**config.mk**
```make
export PLATFORM = sky130hd
export DESIGN_NAME = square_motion
export DESIGN_NICKNAME = d
export VERILOG_FILES = /design/src/rtl/square_motion_pkg.sv /design/src/rtl/square_motion_btn_sync.sv /design/src/rtl/square_motion.sv
export SDC_FILE = /design/constraint.sdc
export NUM_CORES = 1
export LEC_CHECK = 0
export BUFFER_PORTS_ARGS = -buffer_cell sky130_fd_sc_hd__buf_4
export CAP_MARGIN = 30
export CORE_MARGIN = 4
export CORE_UTILIZATION = 55
export CTS_CLUSTER_SIZE = 14
export DETAILED_ROUTE_END_ITERATION = 10
export PLACE_DENSITY = 0.79
export REMOVE_ABC_BUFFERS = 1
export SYNTH_ARGS = -nofsm -noshare
export SYNTH_HDL_FRONTEND = slang
export SYNTH_SLANG_ARGS = --single-unit
```
**constraint.sdc**
```tcl
create_clock -name clk_100MHz -period 6.4 [get_ports clk_100MHz]
set_input_delay 0.64 -clock clk_100MHz [delete_from_list [all_inputs] [get_ports clk_100MHz]]
set_output_delay 0.64 -clock clk_100MHz [all_outputs]
set_load 0.01 [all_outputs]
```
**src/rtl/square_motion_pkg.sv**
```systemverilog
// square_motion_pkg: shared visible-area, colour and RUN/PAUSE state definitions for square_motion.
package square_motion_pkg;
    localparam int          H_MAX_DEF  = 640;
    localparam int          V_MAX_DEF  = 480;
    localparam logic [11:0] SQ_RGB_DEF = 12'hF00;
    localparam logic [11:0] BG_RGB_DEF = 12'h00F;
    localparam logic [11:0] BLACK      = 12'h000;
    typedef enum logic {RUN = 1'b0, PAUSE = 1'b1} state_t;
endpackage

```
**src/rtl/square_motion_btn_sync.sv**
```systemverilog
// btn_sync: 2-flop synchronizer for one raw pushbutton plus a one-cycle rising-edge pulse.
//   clk   : system clock
//   reset : asynchronous active-low reset, clears all flops
//   btn   : raw asynchronous button
//   level : synchronized button level
//   rise  : one-cycle pulse on each synchronized 0->1 transition
module btn_sync (
    input  logic clk,
    input  logic reset,
    input  logic btn,
    output logic level,
    output logic rise
);
    logic [2:0] sh;
    always_ff @(posedge clk or negedge reset)
        if (!reset) sh <= '0;
        else        sh <= {sh[1:0], btn};
    assign level = sh[1];
    assign rise  = sh[1] & ~sh[2];
endmodule

```
**src/rtl/square_motion.sv**
```systemverilog
// square_motion: moves a square once per frame and paints it over a background colour.
//   clk_100MHz      : system clock
//   reset           : asynchronous active-low reset
//   video_on        : visible-area flag; rgb is black outside it
//   p_tick, x, y    : pixel strobe and coordinates; x=0,y=V_MAX+1 on p_tick marks a frame
//   btn_*           : raw active-high pushbuttons, synchronized internally
//   rgb             : combinational pixel colour
//   sq_x, sq_y      : registered top-left corner of the square
// Build option SQ_BOUNCE_EN: the square bounces on its own and direction buttons are ignored;
// otherwise it follows the held direction buttons.
module square_motion
    import square_motion_pkg::*;
#(
    parameter int          SQ_SIZE = 64,
    parameter int          VEL     = 1,
    parameter int          H_MAX   = H_MAX_DEF,
    parameter int          V_MAX   = V_MAX_DEF,
    parameter logic [11:0] SQ_RGB  = SQ_RGB_DEF,
    parameter logic [11:0] BG_RGB  = BG_RGB_DEF
) (
    input  logic        clk_100MHz,
    input  logic        reset,
    input  logic        video_on,
    input  logic        p_tick,
    input  logic [9:0]  x,
    input  logic [9:0]  y,
    input  logic        btn_up,
    input  logic        btn_down,
    input  logic        btn_left,
    input  logic        btn_right,
    input  logic        btn_pause,
    output logic [11:0] rgb,
    output logic [9:0]  sq_x,
    output logic [9:0]  sq_y
);
    localparam logic [10:0] X_LIM   = 11'(H_MAX - SQ_SIZE);
    localparam logic [10:0] Y_LIM   = 11'(V_MAX - SQ_SIZE);
    localparam logic [10:0] STEP    = 11'(VEL);
    localparam logic [10:0] SIZE    = 11'(SQ_SIZE);
    localparam logic [9:0]  X0      = 10'((H_MAX - SQ_SIZE) / 2);
    localparam logic [9:0]  Y0      = 10'((V_MAX - SQ_SIZE) / 2);
    localparam logic [9:0]  FRAME_Y = 10'(V_MAX + 1);

    // bit order: pause, right, left, down, up
    logic [4:0] raw, lvl, rise;
    assign raw = {btn_pause, btn_right, btn_left, btn_down, btn_up};
    for (genvar i = 0; i < 5; i++) begin : g_sync
        btn_sync u_sync (.clk(clk_100MHz), .reset(reset), .btn(raw[i]), .level(lvl[i]), .rise(rise[i]));
    end

    function automatic logic [9:0] inc(input logic [9:0] p, input logic [10:0] lim);
        logic [10:0] s;
        s = {1'b0, p} + STEP;
        return s > lim ? lim[9:0] : s[9:0];
    endfunction

    function automatic logic [9:0] dec(input logic [9:0] p);
        return {1'b0, p} < STEP ? 10'd0 : p - STEP[9:0];
    endfunction

    state_t     state, st_n;
    logic       frame_tick, frame_q, sq_on;
    logic [9:0] nx, ny;
    logic       unused_btn;

    assign frame_tick = p_tick && x == 10'd0 && y == FRAME_Y;
    // a pause edge in the move cycle is applied before deciding whether to move
    assign st_n = rise[4] ? (state == RUN ? PAUSE : RUN) : state;

`ifdef SQ_BOUNCE_EN
    logic dir_r, dir_d, nr, nd;
    assign unused_btn = ^{lvl, rise[3:0]};
    assign nx = dir_r ? inc(sq_x, X_LIM) : dec(sq_x);
    assign ny = dir_d ? inc(sq_y, Y_LIM) : dec(sq_y);
    // flip as soon as the update lands on a bound, so the next frame already moves away
    assign nr = dir_r ? ({1'b0, sq_x} + STEP < X_LIM) : ({1'b0, sq_x} <= STEP);
    assign nd = dir_d ? ({1'b0, sq_y} + STEP < Y_LIM) : ({1'b0, sq_y} <= STEP);
`else
    assign unused_btn = ^{lvl[4], rise[3:0]};
    assign nx = (lvl[3] & ~lvl[2]) ? inc(sq_x, X_LIM) : (lvl[2] & ~lvl[3]) ? dec(sq_x) : sq_x;
    assign ny = (lvl[1] & ~lvl[0]) ? inc(sq_y, Y_LIM) : (lvl[0] & ~lvl[1]) ? dec(sq_y) : sq_y;
`endif

    always_ff @(posedge clk_100MHz or negedge reset) begin
        if (!reset) begin
            state   <= RUN;
            frame_q <= 1'b0;
            sq_x    <= X0;
            sq_y    <= Y0;
`ifdef SQ_BOUNCE_EN
            dir_r   <= 1'b1;
            dir_d   <= 1'b1;
`endif
        end else begin
            state   <= st_n;
            frame_q <= frame_tick;
            if (frame_q && st_n == RUN) begin
                sq_x  <= nx;
                sq_y  <= ny;
`ifdef SQ_BOUNCE_EN
                dir_r <= nr;
                dir_d <= nd;
`endif
            end
        end
    end

    // 11-bit compares keep sq+SIZE from wrapping near the right/bottom edge
    assign sq_on = {1'b0, x} >= {1'b0, sq_x} && {1'b0, x} < {1'b0, sq_x} + SIZE &&
                   {1'b0, y} >= {1'b0, sq_y} && {1'b0, y} < {1'b0, sq_y} + SIZE;
    assign rgb = !video_on ? BLACK : sq_on ? SQ_RGB : BG_RGB;
endmodule

```
# == After elaboration in Yosys (flattened, before gate mapping) ==
# Cells that the tools add are included.
# word_totals
register_bits,33
input_bits,29
output_inout_bits,32
elab_cells,58
# op_classes
add_sub_neg,6
order_cmp,8
eq_ne,1
mux,12
bitwise_logic,11
reduce_logical,11
# ops
operator,count
$mux 10,8
$mux 12,2
$add 10x1->11 const B,2
$add 10x7->11 const B,2
$lt 10x11->1,2
$ge 10x10->1,2
$lt 10x1->1 const B,2
$sub 10x1->10 const B,2
$gt 11x10->1 const B,1
$gt 11x9->1 const B,1
$eq 10x9->1 const B,1
$logic_not 10->1,1
$logic_and 1x1->1,6
$not 1->1,6
$and 1x1->1,5
$reduce_and 2->1,2
$reduce_bool 2->1,2
$mux 1,2

# == Logic depth before layout (Yosys ltp) ==
# logic_depth
ltp_word,7
ltp_mapped,11
depth_no_buf,9

# == Modules after synthesis ==
# From an unflattened synthesis, not the netlist that was laid out.
# unflattened
cells_unflattened,393
area_unflattened_um2,3359.5
# modules_own_cells
module,instances,cells_each,area_per_inst_um2,seq_area_each_um2
square_motion,1,373,2915.3,556.8
btn_sync,5,4,88.8,75.1

# == Worst setup path after synthesis ==
# Ideal clock, no wire load.
# synth_timing
kind,register -> output
startpoint,reg sq_x[7]
endpoint,out rgb[10]
t_arrival_ns,2.727
required_ns,5.760
slack_ns,3.033
stages_incl_launch_ff,12
n_path_buf,2
path_cell_list,dfrtp_1 -> clkbuf_1 -> inv_1 -> ha_1 -> inv_1 -> ha_1 -> a21o_1 -> a211oi_1 -> o211a_1 -> nor3_1 -> nor4bb_1 -> buf_4
# synth_via
elab_chain_len,7
elab_cells_between_ends,8
cone_classes,add/sub (1); order compare (2); mux (2); reduce/logical (3)
# synth_lines
item,line,text
from (decl),square_motion.sv:33,"output logic [9:0] sq_x,"
from (signal assigned),square_motion.sv:98,sq_x <= nx;
$add 10x7->11,square_motion.sv:109,"assign sq_on = {1'b0, x} >= {1'b0, sq_x} && {1'b0, x} < {1'b0, sq_x} + SIZE &&"
$lt 10x11->1,square_motion.sv:109,
$logic_and 1x1->1 (*) (2 in a row),square_motion.sv:109,
$logic_and 1x1->1 (*),square_motion.sv:110,"{1'b0, y} >= {1'b0, sq_y} && {1'b0, y} < {1'b0, sq_y} + SIZE;"
$mux 12 (*) (2 in a row),square_motion.sv:111,assign rgb = !video_on ? BLACK : sq_on ? SQ_RGB : BG_RGB;
to (decl),square_motion.sv:32,"output logic [11:0] rgb,"
# Mark *: on every way between the ends. The rest lies on a longest branch, timed or not.

# == Worst setup path after layout ==
# layout_timing
startpoint,reg sq_x[6]
endpoint,out rgb[10]
# Same word-level chain as after synthesis.

==> results_dict.tcl <==
set metrics [dict create \
    pwr-share-clk_pct 41.3 \
    hold_slack_ns 0.276 \
    antennaDiodeCount 0 \
    clk-insertion-delay-late_ns 0.30 \
    post-cts-setup-buffer-count 0 \
    ys.flop_type "dfrtp_1" \
    hold_buffers 0 \
    port_buffers 56 \
    reg2reg_setup_slack_ns 4.00 \
    hpwlAfterDp_microns 6310 \
    slew_viol_final 0 \
    p_leak_uw 0.00154 \
    syn2layout_area_growth_pct 14.4 \
    multiInputGateArea_sq_um 2100 \
    wl_per_cell_microns 17.0 \
    slowest_delay_ns 0.53 \
    synth_seq_area_share_pct 25.9 \
    r2r-start "sq_y[0]$_DFFE_PN0P_" \
    vias_per_cell 6.20 \
    drc 0 \
    rsz0062_at_grt "false" \
    p_sw_share_pct 26.0 \
    cts_tree "yes" \
    grtUsageTotal_pct 23.4 \
    htreeDepth 2 \
    grt_pass1_wl_microns 13800 \
    yosysWarnings 0 \
    clk_pin_slew_ns 0.08 \
    syn_area_per_cell_sq_um 8.59 \
    slew_headroom_pct 54.0 \
    cts_inserted_buffers 5 \
    r2r_cells 8 \
    grt_max_degree 34 \
    stdcell_count 487 \
    wl_microns 8270 \
    yosysTopAreaCell "dfrtp_1" \
    ys_types 72 \
    finalHoldViolations 0 \
    fp.dieH_microns 84.4 \
    start_kind "flip-flop" \
    ff_latch_area_sq_um 832 \
    cts-root-buf "clkbuf_8" \
    tns_ns 0 \
    drtIter0Drc 190 \
    cellInternalPower_uw 366 \
    path_max_fanout 11 \
    setup_viol 0 \
    worstSetupPathType "flip-flop to primary output" \
    grt_pass1_vias 2794 \
    num_rows 27 \
    overflow 0 \
    firstDrtPassIters 5 \
    synth_most_common_cell "ha_1" \
    die_area_sq_um 7130 \
    startpoint "sq_x[6]$_DFFE_PN0P_" \
    synth_edf_count 0 \
    p_sw_uw 129 \
    p_comb_share_pct 14.7 \
    antenna_found_initial 0 \
    ios 61 \
    cts_resized 0 \
    start_util_pct 57.6 \
    synthDominantCellAreaShare_pct 21.8 \
    peakVddDrop_mv 0.137 \
    drive_gt1_share_pct 22.9 \
    crit_chain "ha_1, xnor2_1, ha_1, a21o_1, a211oi_1, o211a_1, nor3_1, nor4bb_1, buf_4" \
    dieWidth_microns 84.4 \
    fillers 482 \
    hold_class "input pin to asynchronous set/reset pin" \
    postLayoutCoreUtil_pct 65.9 \
    status "completed" \
    finalCritPeriodShare_pct 57.0 \
    fin_crit_ns 3.65 \
    synth_common_cells "38 x ha_1, 29 x inv_1, 28 x dfrtp_1" \
    synth_seq_cells 33 \
    gp_congestion 0.900 \
    place_area_sq_um 3560 \
    drv_cap 0 \
    r2r_end "sq_y[9]$_DFFE_PN0P_" \
    arrival_ns 3.01 \
    power.density_nw_per_um2 135 \
    cts.sinks 33 \
    postSynthCellCount 374 \
    skew_ns 0.0118 \
    synth.top_cells.by_area "dfrtp_1 22%, ha_1 15%, dfstp_2 4.1%, inv_1 3.4%, nand2_1 3.0%" \
    crit_end "rgb[10]" \
    core-area_sq_um 5570 \
    ys_async_sr_fraction_pct 100 \
    worstMarginPinSlew_ns 0.687 \
    vias 3017 \
    clock.fmax_mhz 274 \
    crit_top_cell "ha_1" \
    seq_power_share_pct 44.0 \
    cp.required_ns 5.76 \
    ant_nets 0 \
    end_kind "primary output" \
    placedCellCount 479 \
    nets 481 \
    synth.cell_area_sq_um 3210 \
    cp_slowest_cell "nor4bb_1" \
    design_area_sq_um 3670 \
    clockBufferDepth 2 \
]
kinds of logic after synthesis:
kind of cell    after synthesis  share of synthesized area [%]
mux                           8                           2.84
xor+xnor                      8                           2.18
simple gates                120                           20.8
other cells                   1                          0.117
compound gates              110                           24.3
buf+inv                      56                           9.04
fa+ha+maj                    38                           14.8
flops                        33                           25.9
flip-flops by register name, summed over array words and instances, names as in the netlist:
signal / cells
sq_y: 10
state: 1
frame_q: 1
sq_x: 10
g_sync.u_sync.sh: 11
cells in the final DEF, fill, tap and decap left out, types with 6 or more instances in the layout:
cell type	n
a21o_1	8
a21oi_1	18
a31oi_1	6
buf_4	57
dfrtp_1	28
ha_1	38
inv_1	29
nand2_1	26
nand2b_1	6
nand3_1	15
nor2_1	20
nor3_1	14
o21ai_0	19
xnor2_1	8
power groups by stage:
stage / clock (uW) / sequential [uW] / combinational [uW]
floorplan: 0 / 221 / 38.5
global placement: 0 / 221 / 70.7
detailed placement: 0 / 222 / 72.4
CTS: 210 / 218 / 73.1
global route: 219 / 219 / 81.8
finish: 204 / 218 / 72.5
how the worst min path moves through the flow:
| stage | from | end | slack [ns] |
|---|---|---|---|
| floorplan | g_sync[0].u_sync.sh[0]$_DFF_PN0_ | g_sync[0].u_sync.sh[1]$_DFF_PN0_ | 0.33 |
| global placement | g_sync[0].u_sync.sh[0]$_DFF_PN0_ | g_sync[0].u_sync.sh[1]$_DFF_PN0_ | 0.33 |
| detailed placement | g_sync[0].u_sync.sh[0]$_DFF_PN0_ | g_sync[0].u_sync.sh[1]$_DFF_PN0_ | 0.34 |
| CTS | reset | sq_x[7]$_DFFE_PN0P_ | 0.30 |
| global route | reset | sq_x[7]$_DFFE_PN0P_ | 0.32 |
| finish | reset | sq_x[7]$_DFFE_PN0P_ | 0.28 |
per-layer routing:
layer | global-route usage, % | share of wire (%) | vias up
li1 | - | - | 1451
met2 | 34.5 | 45 | 136
met3 | 4.91 | 7.9 | 5
met1 | 35.7 | 47 | 1425
met4 | 3.88 | 0.59 | 0
met5 | 0 | 0 | -
worst max-delay path: cells and delay by family (launching register included):
family / cells / cell delay (ns)
AND/OR/NAND/NOR: 2 / 0.59
XOR/XNOR: 1 / 0.14
buffers and inverters: 1 / 0.23
AO/OA/AOI/OAI: 3 / 0.67
flip-flops: 1 / 0.50
adder cells (fa/ha/maj): 2 / 0.59
layout make-up:
type / instances / share of cell area [%]
clock buffers: 5 / 1.87
clock inverters: 3 / 1.26
inverters: 29 / 2.96
multi-input cells: 288 / 57.2
flip-flops and latches: 33 / 22.6
well taps: 72 / 2.45
repair buffers: 57 / 11.6
through the flow:
stage                     worst slack (ns)  total power, uW
after floorplan                       2.67              260
after global placement                3.14              292
after detailed placement              3.06              294
after CTS                             2.74              501
after global routing                  2.45              519
final                                 2.75              494
(Power assumes the default switching activity.)
